## src/rtl/bits_pack_if.sv

```systemverilog
// Producer/consumer bus of the bit packer: field push side with backpressure,
// word pop side with consumer stall, plus the sticky protocol error flag.
interface bits_pack_if;
  logic        pushin;
  logic [3:0]  lenin;
  logic [14:0] datain;
  logic        flushin;
  logic        stopout;
  logic        stopin;
  logic        pushout;
  logic [31:0] dataout;
  logic [5:0]  bitsout;
  logic        lastout;
  logic        errout;

  modport master (
    output pushin, lenin, datain, flushin, stopin,
    input  stopout, pushout, dataout, bitsout, lastout, errout
  );

  modport slave (
    input  pushin, lenin, datain, flushin, stopin,
    output stopout, pushout, dataout, bitsout, lastout, errout
  );
endinterface

```

## src/rtl/bits_pack.sv

```systemverilog
// Bit packer: concatenates 0..15-bit fields MSB-first into 32-bit words,
// queues them in a small word FIFO and supports a zero-padding flush.
module bits_pack #(
  parameter int DEPTH = 4,
  parameter int AW    = 2
) (
  input  logic        clock,
  input  logic        reset,
  bits_pack_if.slave  bus
);

  typedef struct packed {
    logic [31:0] word;
    logic [5:0]  bits;
    logic        last;
  } entry_t;

  localparam logic [AW:0] ALMOST_FULL = (AW+1)'(DEPTH - 1);

  // Valid bits are left-aligned in acc; bits below the valid region are always zero.
  logic [46:0]   acc, acc_nx, appended;
  logic [4:0]    cnt, cnt_nx;
  logic          flush_pend, flush_pend_nx;
  entry_t        mem [DEPTH];
  logic [AW-1:0] wr_ptr, rd_ptr;
  logic [AW:0]   fcnt;

  logic          push_ok, flush_go, enq, pop;
  entry_t        enq_entry;
  logic [14:0]   field_mask;
  logic [5:0]    shamt, sum;

  assign bus.stopout = (fcnt >= ALMOST_FULL);
  assign pop         = (fcnt != '0) && !bus.stopin;

  assign push_ok  = bus.pushin && !bus.stopout && (bus.lenin != 4'd0);
  assign flush_go = !bus.pushin && !bus.stopout && (flush_pend || bus.flushin);

  assign field_mask = 15'((16'h1 << bus.lenin) - 16'h1);
  assign sum        = {1'b0, cnt} + {2'b00, bus.lenin};
  // Field MSB must land just below the last valid accumulated bit.
  assign shamt      = 6'd47 - sum;
  assign appended   = acc | ({32'b0, bus.datain & field_mask} << shamt);

  always_comb begin
    // NOTE: every combinational output gets a default first so no path leaves it unassigned (no latch).
    acc_nx        = acc;
    cnt_nx        = cnt;
    enq           = 1'b0;
    enq_entry     = '0;
    flush_pend_nx = flush_pend;

    if (push_ok) begin
      if (sum >= 6'd32) begin
        enq       = 1'b1;
        enq_entry = '{word: appended[46:15], bits: 6'd32, last: 1'b0};
        acc_nx    = appended << 32;
        cnt_nx    = 5'(sum - 6'd32);
      end else begin
        acc_nx = appended;
        cnt_nx = sum[4:0];
      end
    end else if (flush_go && cnt != 5'd0) begin
      enq       = 1'b1;
      enq_entry = '{word: acc[46:15], bits: {1'b0, cnt}, last: 1'b1};
      acc_nx    = '0;
      cnt_nx    = '0;
    end

    // A flush arriving alongside a push waits until the producer goes idle.
    if (flush_go)
      flush_pend_nx = 1'b0;
    else if (bus.flushin && bus.pushin && !bus.stopout)
      flush_pend_nx = 1'b1;
  end

  // NOTE: sequential state uses non-blocking assignments so every register samples pre-edge values.
  always_ff @(posedge clock) begin
    if (reset) begin
      acc         <= '0;
      cnt         <= '0;
      flush_pend  <= 1'b0;
      wr_ptr      <= '0;
      rd_ptr      <= '0;
      fcnt        <= '0;
      bus.pushout <= 1'b0;
      bus.dataout <= '0;
      bus.bitsout <= '0;
      bus.lastout <= 1'b0;
      bus.errout  <= 1'b0;
    end else begin
      acc        <= acc_nx;
      cnt        <= cnt_nx;
      flush_pend <= flush_pend_nx;
      if (enq)
        wr_ptr <= wr_ptr + 1'b1;
      if (pop)
        rd_ptr <= rd_ptr + 1'b1;
      fcnt        <= fcnt + (AW+1)'(enq) - (AW+1)'(pop);
      bus.pushout <= pop;
      if (pop)
        {bus.dataout, bus.bitsout, bus.lastout} <= mem[rd_ptr];
      if ((bus.pushin || bus.flushin) && bus.stopout)
        bus.errout <= 1'b1;
    end
  end

  // NOTE: FIFO storage has no reset; the pointers and count alone define which entries are valid.
  always_ff @(posedge clock) begin
    if (enq)
      mem[wr_ptr] <= enq_entry;
  end

endmodule

```

## src/flat_wrapper.sv

```systemverilog
// flat-port wrapper written by rule: the top's interface ports become plain ports
module bits_pack_flat 
#(
  parameter int DEPTH = 4,
  parameter int AW    = 2
)
  (clock, reset, bus_pushin, bus_lenin, bus_datain, bus_flushin, bus_stopin, bus_stopout, bus_pushout, bus_dataout, bus_bitsout, bus_lastout, bus_errout);
  bits_pack_if bus_i ();
  input  logic clock;
  input  logic reset;
  input wire logic [$bits(bus_i.pushin)-1:0] bus_pushin;
  input wire logic [$bits(bus_i.lenin)-1:0] bus_lenin;
  input wire logic [$bits(bus_i.datain)-1:0] bus_datain;
  input wire logic [$bits(bus_i.flushin)-1:0] bus_flushin;
  input wire logic [$bits(bus_i.stopin)-1:0] bus_stopin;
  output wire logic [$bits(bus_i.stopout)-1:0] bus_stopout;
  output wire logic [$bits(bus_i.pushout)-1:0] bus_pushout;
  output wire logic [$bits(bus_i.dataout)-1:0] bus_dataout;
  output wire logic [$bits(bus_i.bitsout)-1:0] bus_bitsout;
  output wire logic [$bits(bus_i.lastout)-1:0] bus_lastout;
  output wire logic [$bits(bus_i.errout)-1:0] bus_errout;
  assign bus_i.pushin = bus_pushin;
  assign bus_i.lenin = bus_lenin;
  assign bus_i.datain = bus_datain;
  assign bus_i.flushin = bus_flushin;
  assign bus_i.stopin = bus_stopin;
  assign bus_stopout = bus_i.stopout;
  assign bus_pushout = bus_i.pushout;
  assign bus_dataout = bus_i.dataout;
  assign bus_bitsout = bus_i.bitsout;
  assign bus_lastout = bus_i.lastout;
  assign bus_errout = bus_i.errout;
  bits_pack #(.DEPTH(DEPTH), .AW(AW)) u_core (.clock(clock), .reset(reset), .bus(bus_i));
endmodule
```

## config.mk

```make
export PLATFORM = sky130hd
export DESIGN_NAME = bits_pack_flat
export DESIGN_NICKNAME = d
export VERILOG_FILES = /design/src/rtl/bits_pack_if.sv /design/src/rtl/bits_pack.sv /design/src/flat_wrapper.sv
export SDC_FILE = /design/constraint.sdc
export NUM_CORES = 1
export LEC_CHECK = 0
export BUFFER_PORTS_ARGS = -buffer_cell sky130_fd_sc_hd__buf_4
export CORE_ASPECT_RATIO = 0.9
export CORE_MARGIN = 10
export CORE_UTILIZATION = 55
export DETAILED_ROUTE_END_ITERATION = 10
export PLACE_DENSITY = 0.84
export SETUP_SLACK_MARGIN = 0.5
export SYNTH_ARGS = -nofsm -noshare
export SYNTH_HDL_FRONTEND = slang
export SYNTH_SLANG_ARGS = --single-unit
```

## constraint.sdc

```tcl
create_clock -name clock -period 8.77 [get_ports clock]
set_clock_uncertainty 0.05 [all_clocks]
set_input_delay 1.754 -clock clock [delete_from_list [all_inputs] [get_ports clock]]
set_output_delay 1.754 -clock clock [all_outputs]
set_load 0.02 [all_outputs]
```

-- Word-level counts from Yosys, hierarchy flattened
Memory sizes are Yosys's and may differ from the RTL's. A register that Yosys moved wholly into a read port is not among the register bits.
Cells that the tools add are included.
- bitwise operators: 2
- reductions and logical operators: 19
- $add $sub $neg: 8
- order comparisons: 2
- mux-type cells: 14
- shift-type cells: 2
- operators with widths (cell ; count):
    47-bit 2-to-1 mux ; 3
    39-bit 2-to-1 mux ; 3
    47-bit OR ; 1
    15-bit by 6-bit << shifter with 47-bit output ; 1
    15-bit AND ; 1
    5-bit 2-to-1 mux ; 3
    1-bit by 4-bit << shifter with 15-bit output (first input constant) ; 1
    15-bit by 1-bit subtractor with 15-bit output (second input constant) ; 1
    1-bit logical AND ; 9
    5-bit by 4-bit adder with 6-bit output ; 1
    6-bit >= comparator (second input constant) ; 1
    6-bit subtractor (first input constant) ; 1
    1-bit 2-to-1 mux ; 5
    5-bit nonzero test ; 1
    5-bit by 1-bit subtractor with 5-bit output (second input constant) ; 1
    2-bit by 1-bit adder with 2-bit output (second input constant) ; 2
    4-bit nonzero test ; 1
    3-bit by 1-bit adder with 3-bit output ; 1
    3-bit by 2-bit >= comparator with 1-bit output (second input constant) ; 1
    1-bit zero test ; 3
    3-bit nonzero test ; 1
    3-bit by 1-bit subtractor with 3-bit output ; 1
    1-bit logical OR ; 2
    2-bit nonzero test ; 1
    2-bit OR reduction ; 1
- memories kept: 1
- flip-flop bits (word level): 62
- word-level logic and storage cells: 56
- memory bits (writable): 156
- memories (name ; depth ; width ; read ports ; clocked after memory_dff ; wr ports ; RTL line ; text):
    u_core.mem ; 4 ; 39 ; 1 ; 1 ; 1 ; bits_pack.sv:24 ; entry_t mem [DEPTH];

-- Depth between registers and ports, before layout
- depth in word-level cells: 9
- gate-level depth with buffers: 21
- gate-level depth less buffers: 19

-- Worst setup path before layout
OpenSTA, ideal clock, no wires.
- kind: input-to-reg
- from: input port bus_lenin[0]
- to: memory u_core.mem[0][0] (netlist name), enable pin
- stages: 14
- setup time: 0.400 ns
- setup slack: 2.551 ns
- buffers on the path: 2
- data arrival time: 5.768 ns
- required time: 8.320 ns
- cells stage by stage: ha_1 fa_1 a21o_1 a21oi_2 xnor2_1 inv_1 clkbuf_1 ha_1 or4b_1 a211oi_2 a211oi_4 nand2_1 clkbuf_1 and3_1
- longest elaborated chain between the ends: 6
- ends and longest elaborated chain (element ; RTL line ; text):
    from (decl) ; flat_wrapper.sv:12 ; input wire logic [$bits(bus_i.lenin)-1:0] bus_lenin;
    5-bit by 4-bit adder with 6-bit output ; bits_pack.sv:40 ; assign sum = {1'b0, cnt} + {2'b00, bus.lenin};
    6-bit >= comparator ; bits_pack.sv:54 ; if (sum >= 6'd32) begin
    1-bit 2-to-1 mux ; bits_pack.sv:54 ;
    1-bit 2-to-1 mux * ; bits_pack.sv:53 ; if (push_ok) begin
    1-bit 2-to-1 mux * ; bits_pack.sv:110 ; if (enq)
    1-bit 2-to-1 mux (not written as such) * ; bits_pack.sv:111 ; mem[wr_ptr] <= enq_entry;
    to (decl) ; bits_pack.sv:24 ;
Mark *: on every way between the ends. The rest lies on a longest branch, timed or not.

-- Worst setup path in the final report
- from: input port bus_lenin[0]
- to: register u_core.fcnt[1]
- longest elaborated chain between the ends: 6
- ends and longest elaborated chain (element ; RTL line ; text):
    5-bit by 4-bit adder with 6-bit output ; bits_pack.sv:40 ;
    6-bit >= comparator ; bits_pack.sv:54 ;
    1-bit 2-to-1 mux ; bits_pack.sv:54 ;
    1-bit 2-to-1 mux * ; bits_pack.sv:53 ;
    3-bit by 1-bit adder with 3-bit output * ; bits_pack.sv:99 ; fcnt <= fcnt + (AW+1)'(enq) - (AW+1)'(pop);
    3-bit by 1-bit subtractor with 3-bit output * ; bits_pack.sv:99 ;
    to (signal assigned) ; bits_pack.sv:99 ;
    to (decl) ; bits_pack.sv:26 ; logic [AW:0] fcnt;
Marks and branches as above.
A chain may end at the register's enable or synchronous reset.

==> run_results.csv <==
group,metric,value,unit
run_status,status,"finished clean",
worst_hold_path,whs_path_depth,2,
die,die_h,162.6,um
die,core,22380,um^2
die,initial_core_util,0.5548,
worst_setup_path,start_kind,"primary input",
yosys,yosysSeqAreaShare,0.5401,
yosys,synth-edff-count,156,
global_route,grt_pass1_wl,51870,um
timing,fin_crit,7.208,ns
clock_network,clk_pin_slew_worst_paths,0.07,ns
worst_hold_path,hold_end,"u_core.bus.bitsout[5]$_SDFFE_PP0P_",
worst_setup_path,reg2reg_from,"u_core.cnt[0]$_SDFFE_PP0P_",
final_layout,seqCellArea,6708,um^2
yosys,avgSynthCellArea,11.45,um^2
clock_network,numCtsBuffers,26,
die,die_x,178.4,um
timing,finalWorstSetupSlack,1.562,ns
routing,totalWireLength,33340,um
routing,drt-vias-per-instance,6.583,
worst_setup_path,crit_type,"primary input to register",
global_route,grt_pass1_vias,9050,
die,ios,66,
yosys,ys_types,102,
routing,vias,9407,
placement,io_buffers,65,
yosys,ys_warn_count,0,
final_layout,fin_util,0.6190,
yosys,synth_cells,1085,
clock_network,clkLatencyLatePin,0.54,ns
routing,drc,0,
placement,place_hpwl,22370,um
die,rows,52,
timing,rsz0062_at_grt,"no",
power,max-vdd-ir-drop,0.1637,mV
placement,routabilityCongestion,1.006,
clock_network,cts_hold_buffers,0,
clock_network,post_cts_buffers,0,
timing,setup_violations,0,
timing,slew_headroom,0.2962,
timing,report.final.hold_viol_count,0,
power,p_leak,0.004736,uW
clock_network,cts_sinks,257,
final_layout,diodes,0,
worst_setup_path,worstSetupEndpointType,"register",
power,p_per_area,287.9,nW/um^2
routing,ant_nets,0,
timing,fin_crit_sh,0.8219,
global_route,grt_remaining_overflow,0,
run,cap_violations,0,
routing,drt_iter0_drc,1295,
timing,fmax,0.1387,GHz
global_route,grtUsageTotal,0.2240,
clock_network,cts_tree,"done",
worst_setup_path,crit_fanout,27,
clock_network,cts_resized,0,
worst_setup_path,cp_data_arrival_time,7.63,ns
worst_setup_path,worstReg2RegEnd,"u_core.fcnt[1]$_SDFF_PP0_",
final_layout,nFillCells,1710,
final_layout,drive_gt1_frac,0.1784,
final_layout,multiInputGateArea,5248,um^2
worst_setup_path,r2r_cells,18,
timing,drv_slew,0,
worst_hold_path,min-delay-start,"u_core.bus.bitsout[5]$_SDFFE_PP0P_",
die,die-area,29000,um^2
global_route,antenna_found_initial,0,
final_layout,area_growth_syn_to_layout,11.56,%
timing,tightestPinTransition,1.056,ns
worst_setup_path,timing.reg2reg.setup_slack,2.60,ns
yosys,async_flop_share,0,
yosys,synth_nets,1124,
worst_hold_path,hp-class,"register to register",
clock_network,cts_root_buf,"clkbuf_16",
yosys,synth_ff_type,"edfxtp_1",
clock_network,clockBufferDepth,3,
timing,fin_tns_setup,0,ns
placement,dp_slack,1.119,ns
global_route,grt_start_max_net_pins,56,
routing,wl_per_cell,23.33,um
timing,timing.hold.ws,0.4059,ns
routing,first_pass_iters,8,
yosys,syn_area,12420,um^2
yosys,synth_seq_cells,257,
clock_network,htree_levels,1,
final_layout,final_net_count,1152,
worst_setup_path,required,9.19,ns
## registers in the layout, indices dropped and copies added, names as in the netlist
| name | cells |
|---|---|
| u_core.acc | 47 |
| u_core.bus.bitsout | 6 |
| u_core.bus.lastout | 1 |
| u_core.bus.errout | 1 |
| u_core.rd_ptr | 2 |
| u_core.bus.pushout | 1 |
| u_core.fcnt | 3 |
| u_core.flush_pend | 1 |
| u_core.cnt | 5 |
| u_core.wr_ptr | 2 |
| u_core.bus.dataout | 32 |
| u_core.mem | 156 |
## where the power goes
part / total, uW / internal, uW / leakage (uW) / switching (uW)
Sequential: 1510 / 1430 / 0.00228 / 71.8
Clock: 1100 / 628 / 0.000417 / 468
Combinational: 1390 / 493 / 0.00204 / 893
Total: 3990 / 2550 / 0.00474 / 1430
## metrics by stage
step	instances	instance area, um^2	total power (uW)
floorplan	1085	12420	2478
global placement	1382	13010	2849
detailed placement	1382	13010	2878
CTS	1429	13850	3965
global route	1429	13850	4149
finish	1429	13850	3988
## per-layer routing
metal,routed length [um],track usage
met2,15510,0.3527
met4,1133,0.07135
met3,2975,0.04265
met5,0,0
met1,13730,0.3074
## Yosys cell counts (4+ instances only)
library cell  instances  area, um^2
o21a_1               11       82.58
edfxtp_1            156        4684
and2_1               16       100.1
nand3_1              22       110.1
a211o_1               5       43.79
nand2_1             154       578.1
a21oi_1              90       450.4
o221ai_1              7       61.31
a22oi_1              13       97.59
or4_1                 4       30.03
o21ai_1               7       35.03
o32ai_2               4       65.06
a22o_1                8       70.07
a21o_1               14       105.1
nor2_1               55       206.5
buf_1                 7       26.28
nand4_1               7       43.79
a221oi_1              6       52.55
o22ai_1              11       68.82
o32ai_1               7       61.31
a2bb2oi_1             8       70.07
o21ai_0              27       135.1
a32o_1                5       50.05
o2111ai_1             9       78.83
o211ai_1             14       105.1
nor3_1               23       115.1
inv_1                20       75.07
ha_1                 13       162.7
nand2b_1              7       43.79
a211oi_1              7       52.55
and3_1               10       62.56
xnor2_1               6       52.55
mux4_2               39       878.3
dfxtp_1             101        2022
buf_2                24       120.1
a31oi_1              15       93.84
clkbuf_1             39       146.4
mux2i_1              12       120.1
buf_6                 7       78.83
## kinds of logic after synthesis
kind of cell	Yosys count	share of synthesized area
adders and majority gates	15	0.01632
muxes	53	0.08343
DFF	257	0.5401
AOI/OAI and AO/OA	315	0.1851
and+or+nand+nor	332	0.1291
buffers and inverters	103	0.03839
xor gates and xnor gates	10	0.007658
## worst max-delay path by stage
stage | from | end | slack (ns) | depth (start not counted)
global route | bus_lenin[0] | u_core.fcnt[1]$_SDFF_PP0_ | 1.20 | 19
global placement | bus_lenin[0] | u_core.fcnt[1]$_SDFF_PP0_ | 1.44 | 19
finish | bus_lenin[0] | u_core.fcnt[1]$_SDFF_PP0_ | 1.56 | 19
CTS | bus_lenin[0] | u_core.fcnt[1]$_SDFF_PP0_ | 1.68 | 19
floorplan | bus_lenin[0] | u_core.mem[0][0]$_DFFE_PP_ | 2.55 | 14
detailed placement | bus_lenin[0] | u_core.fcnt[1]$_SDFF_PP0_ | 1.12 | 19
## layout by cell type, fill, tap and decap left out, drive strengths merged, types with 10 or more instances in the layout
master / count
buf: 79
and3: 11
and2: 16
o22ai: 11
nand3: 22
clkbuf: 34
o2111ai: 10
a21o: 14
o21a: 11
a21oi: 92
a22oi: 13
clkinv: 10
nand2: 154
o21ai: 34
o211ai: 15
inv: 25
mux2i: 13
nor2: 59
a211oi: 10
a31oi: 16
dfxtp: 101
ha: 13
o32ai: 11
mux4: 39
nor3: 24
edfxtp: 156
## final cells by class
| type | count | share of cell area |
|---|---|---|
| clock buffer | 34 | 0.05058 |
| inverter | 24 | 0.006503 |
| clock inverter | 13 | 0.01030 |
| sequential | 257 | 0.4842 |
| tap | 297 | 0.02682 |
| multi-input combinational | 725 | 0.3788 |
| timing repair buffer | 79 | 0.04281 |
## critical path, cell delays in order
cell	delay, ns
buf_4	0.17
ha_1	0.25
fa_1	0.49
a21o_1	0.21
a21oi_2	0.25
xnor2_1	0.49
inv_1	0.50
ha_1	0.37
nor4bb_1	0.14
and4_4	0.21
a211oi_4	0.41
nand2b_2	0.58
inv_2	0.16
nor2_8	0.38
inv_2	0.32
ha_1	0.30
inv_1	0.08
fa_1	0.42
nor2_1	0.11
No activity file was read; power rests on OpenSTA's default activity.
